--- src/rtl/dsp_ram_arbiter.sv ---
// Display RAM port-A arbiter: Z80 writes beat screen-clear writes, which beat host accesses.
// All RAM port signals and host/clear status outputs come straight from registers.
module dsp_ram_arbiter #(
  parameter int unsigned RD_LAT   = 2,
  parameter logic [7:0]  CLR_CHAR = 8'h20
) (
  input  logic       clk,
  input  logic       reset,
  input  logic       z80_wr,
  input  logic [9:0] z80_addr,
  input  logic [7:0] z80_data,
  input  logic       host_req,
  input  logic       host_we,
  input  logic [9:0] host_addr,
  input  logic [7:0] host_wdata,
  output logic       host_ack,
  output logic [7:0] host_rdata,
  input  logic       clr_start,
  output logic       clr_busy,
  output logic       clr_done,
  output logic       ram_en,
  output logic       ram_we,
  output logic [9:0] ram_addr,
  output logic [7:0] ram_din,
  input  logic [7:0] ram_dout
);

  typedef enum logic [1:0] {IDLE, CLEAR, HOST_RD} state_t;

  localparam logic [7:0] LAT_LAST = 8'(RD_LAT);

  state_t     state_q, state_d;
  logic [9:0] cnt_q, cnt_d;
  logic [7:0] lat_q, lat_d;
  logic       en_q, en_d;
  logic       we_q, we_d;
  logic [9:0] addr_q, addr_d;
  logic [7:0] din_q, din_d;
  logic       ack_q, ack_d;
  logic [7:0] rdata_q, rdata_d;
  logic       busy_q, busy_d;
  logic       done_q, done_d;

  // The port output registers double as the Z80 holding register: a z80_wr
  // is captured into them at the strobe edge and appears on the port next cycle.
  always_comb begin
    state_d = state_q;
    cnt_d   = cnt_q;
    lat_d   = lat_q;
    en_d    = 1'b0;
    we_d    = 1'b0;
    addr_d  = addr_q;
    din_d   = din_q;
    ack_d   = 1'b0;
    rdata_d = rdata_q;
    done_d  = 1'b0;

    if (z80_wr) begin
      en_d   = 1'b1;
      we_d   = 1'b1;
      addr_d = z80_addr;
      din_d  = z80_data;
    end

    case (state_q)
      IDLE: begin
        if (clr_start) begin
          state_d = CLEAR;
          cnt_d   = '0;
        end else if (host_req && !ack_q && !z80_wr) begin
          en_d   = 1'b1;
          we_d   = host_we;
          addr_d = host_addr;
          din_d  = host_wdata;
          if (host_we) begin
            ack_d = 1'b1;
          end else begin
            state_d = HOST_RD;
            lat_d   = '0;
          end
        end
      end
      CLEAR: begin
        if (!z80_wr) begin
          en_d   = 1'b1;
          we_d   = 1'b1;
          addr_d = cnt_q;
          din_d  = CLR_CHAR;
          cnt_d  = cnt_q + 10'd1;
          if (cnt_q == '1) begin
            state_d = IDLE;
            done_d  = 1'b1;
          end
        end
      end
      HOST_RD: begin
        // lat_q is 0 in the cycle the read address is on the port
        if (lat_q == LAT_LAST) begin
          rdata_d = ram_dout;
          ack_d   = 1'b1;
          state_d = IDLE;
        end else begin
          lat_d = lat_q + 8'd1;
        end
      end
      default: state_d = IDLE;
    endcase

    busy_d = (state_d == CLEAR);
  end

  always_ff @(posedge clk) begin
    if (reset) begin
      state_q <= IDLE;
      cnt_q   <= '0;
      lat_q   <= '0;
      en_q    <= 1'b0;
      we_q    <= 1'b0;
      addr_q  <= '0;
      din_q   <= '0;
      ack_q   <= 1'b0;
      rdata_q <= '0;
      busy_q  <= 1'b0;
      done_q  <= 1'b0;
    end else begin
      state_q <= state_d;
      cnt_q   <= cnt_d;
      lat_q   <= lat_d;
      en_q    <= en_d;
      we_q    <= we_d;
      addr_q  <= addr_d;
      din_q   <= din_d;
      ack_q   <= ack_d;
      rdata_q <= rdata_d;
      busy_q  <= busy_d;
      done_q  <= done_d;
    end
  end

  assign ram_en     = en_q;
  assign ram_we     = we_q;
  assign ram_addr   = addr_q;
  assign ram_din    = din_q;
  assign host_ack   = ack_q;
  assign host_rdata = rdata_q;
  assign clr_busy   = busy_q;
  assign clr_done   = done_q;

endmodule

--- config.mk ---
export PLATFORM = sky130hd
export DESIGN_NAME = dsp_ram_arbiter
export DESIGN_NICKNAME = d
export VERILOG_FILES = /design/src/rtl/dsp_ram_arbiter.sv
export SDC_FILE = /design/constraint.sdc
export NUM_CORES = 1
export LEC_CHECK = 0
export ABC_AREA = 1
export CAP_MARGIN = 20
export CELL_PAD_IN_SITES_DETAIL_PLACEMENT = 1
export CELL_PAD_IN_SITES_GLOBAL_PLACEMENT = 1
export CORE_MARGIN = 1
export CORE_UTILIZATION = 32
export DETAILED_ROUTE_END_ITERATION = 12
export PLACE_DENSITY_LB_ADDON = 0.1
export SETUP_SLACK_MARGIN = 0.2
export SLEW_MARGIN = 40
export SYNTH_ARGS = -nofsm -noshare
export SYNTH_HDL_FRONTEND = slang
export SYNTH_SLANG_ARGS = --single-unit
--- constraint.sdc ---
create_clock -name clk -period 1.57 [get_ports clk]
set_clock_uncertainty 0.05 [all_clocks]
set_input_delay 0.314 -clock clk [delete_from_list [all_inputs] [get_ports clk]]
set_output_delay 0.314 -clock clk [all_outputs]
set_load 0.01 [all_outputs]
==> results.sh, run 1 <==
export IMPL_synthesis_area_um2=2580
export IMPL_power_density_nw_per_um2=723
export IMPL_fp_dieArea_um2=8430
export IMPL_timing_fmax_ghz=0.683
export IMPL_setup_tns_ps=0
export IMPL_min_path_type="register to register"
export IMPL_grt_first_pass_wirelength_um=15000
export IMPL_clk_path_buf_depth=2
export IMPL_fp_dieW_um=91.8
export IMPL_hold_viol=0
export IMPL_yosysTopAreaCell="dfxtp_1"
export IMPL_area_growth_pct=73.6
export IMPL_root_buffer="clkbuf_8"
export IMPL_finalMaxSlewViolations=0
export IMPL_dp_hpwl_um=6860
export IMPL_path_max_fanout=5
export IMPL_ir_drop_mv=0.377
export IMPL_synth_edff_count=0
export IMPL_clock_sinks=51
export IMPL_critical_path_arrival_ps=1620
export IMPL_drc=0
export IMPL_antenna_found_initial=0
export IMPL_cap_violations=0
export IMPL_ys_flop_type="dfxtp_1"
export IMPL_yosysWarnings=0
export IMPL_fillers=931
export IMPL_cts_tree="built"
export IMPL_first_iter_violations=128
export IMPL_fin_crit_ps=1460
export IMPL_synth_seq_area_share_pct=39.6
export IMPL_overflow=0
export IMPL_drt_wl_total_um=10600
export IMPL_syn_nets=417
export IMPL_cp_start_kind="register"
export IMPL_clk_pin_slew_ps=100
export IMPL_ctsHoldBuffers=0
export IMPL_track_usage_pct=22.4
export IMPL_netlist_area_leader_share_pct=39.6
export IMPL_first_pass_iters=4
export IMPL_whs_ps=441
export IMPL_wl_per_cell_um=17.7
export IMPL_place_congestion=0.765
export IMPL_post_route_period_util_pct=93.3
export IMPL_ys_ff_latch=51
export IMPL_cts_buffers=5
export IMPL_rsz0062_at_grt="true"
export IMPL_grt_start_max_net_pins=17
export IMPL_vias=3079
export IMPL_viasPerCell=5.14
export IMPL_avgSynthCellArea_um2=7.09
export IMPL_diodes=0
export IMPL_layout_common_cells="nand2_1 (56), clkdlybuf4s50_1 (46), nor2_1 (40), dfxtp_1 (39), buf_4 (35)"
export IMPL_slew_headroom_pct=78.4
export IMPL_ios=81
export IMPL_first_global_vias=3109
export IMPL_yosysUniqueCellTypes=34
export IMPL_tightest_slew_ps=322
export IMPL_initial_utilization_pct=33.2
export IMPL_finalSetupViolCount=0
export IMPL_h_tree_depth=2
export IMPL_p_leak_uw=0.00188
export IMPL_fin_nets=550
export IMPL_fin_ws_ps=105
export IMPL_layout_commonest_cell="nand2_1"
export IMPL_drive_above_1_share_pct=32.6
export IMPL_place_ws_ps=-478
export IMPL_status="completed"
export IMPL_core_area_um2=7770
export IMPL_worstSetupEndpointType="register"
export IMPL_synthTopCellsByArea="dfxtp_1 (40%), nand2_1 (8.6%), a21oi_1 (7.4%), nor2_1 (6.5%), nand3_1 (5.2%)"
export IMPL_die_y_um=91.8
export IMPL_port_buffers=80
export IMPL_ant_nets=0
export IMPL_syn_inst=364
export IMPL_synth_async_reset_ratio_pct=0
export IMPL_worstPathRequired_ps=1730
export IMPL_crit_type="register to register"
export IMPL_rows=32
export IMPL_clock_latency_ps=320
kinds of logic (layout without fill, tap and decap cells):
logic type               after synthesis  count (layout)  share of synthesized area, %
flip-flops                            51              51                          39.6
AO/OA/AOI/OAI                        100             100                          22.2
XOR/XNOR                               1               1                         0.339
buffers and inverters                 54             186                          8.43
AND/OR/NAND/NOR                      155             156                          28.0
adder cells (fa/ha/maj)                3               3                          1.45
synthesized netlist by cell type (all sizes together) (3+ instances only):
library cell,n
clkbuf,7
nor2,51
a21boi,4
dfxtp,51
a31oi,5
a211oi,3
buf,7
o211ai,6
o21ai,28
nand3,27
o22ai,9
a21oi,38
ha,3
nand4,7
inv,40
nand2,65
registers in the layout, indices dropped and copies added, names as in the netlist:
| name | cells |
|---|---|
| ram_en | 1 |
| ram_we | 1 |
| ram_din | 8 |
| host_ack | 1 |
| clr_busy | 1 |
| cnt_q | 10 |
| host_rdata | 8 |
| clr_done | 1 |
| state_q | 2 |
| ram_addr | 10 |
| lat_q | 8 |
where the power goes:
group	switching [uW]	internal (uW)	total (uW)
Combinational	450	452	902
Clock	468	469	937
Sequential	45.0	1360	1400
Total	963	2280	3240
layer usage:
| layer | share of wire (%) | GRT usage [%] | up-vias | routed length [um] |
|---|---|---|---|---|
| li1 | - | - | 1494 | - |
| met5 | 0 | 0 | - | 0 |
| met1 | 42 | 26.3 | 1482 | 4400 |
| met2 | 51 | 41.3 | 78 | 5360 |
| met4 | 3.6 | 7.03 | 0 | 380 |
| met3 | 4.2 | 3.90 | 25 | 442 |
area by class of cell:
cell class,instances,area [um^2],share of cell area (%)
clock inverters,1,30.0,0.670
clock buffers,6,72.6,1.62
flip-flops and latches,51,1040,23.2
well taps,102,128,2.85
repair buffers,139,1350,30.2
multi-input cells,260,1700,37.8
inverters,40,164,3.66
timing repair:
item                                    in CTS  in global routing
endpoints found under the hold margin        0                  0
resized for setup                           82                 84
endpoints found under the setup margin      82                 49
setup buffers                                7                 12
gates cloned                                 1                  1
pin swaps                                   29                 42
metrics by stage:
step,instance area (um^2),instances,util (%),power (uW)
after detailed placement,3790,571,48.7,2110
after global placement,3790,571,48.7,2090
after floorplan,2630,364,-,1720
after global routing,4480,599,57.7,3370
after CTS,4080,586,52.5,3050
final,4480,599,57.7,3240
worst paths after layout:
| kind | endpoint | startpoint | cells after the start | slack [ps] |
|---|---|---|---|---|
| max | lat_q[2] | lat_q[0] | 10 | 110 |
| min | ram_din[2] | ram_din[2] | 2 | 440 |
| max reg2reg | lat_q[2] | lat_q[0] | 10 | 110 |
| min reg2reg | ram_din[2] | ram_din[2] | 2 | 440 |
critical path, stage by stage (launching register included):
cell and delay, ps:
dfxtp_2 340, inv_2 70, ha_4 130, inv_2 30, nor3_2 110, nand3_2 160, nand2_4 130, nand2_4 80
buf_6 120, a21oi_2 90, nor2_1 50
Note: power is estimated with default switching activity, not from simulation.
==> run 2: changes to the inputs <==
CAP_MARGIN = default   (was 20)
==> results of run 2 <==
Same layout as run 1: the final DEF is identical, and so are final timing and power.
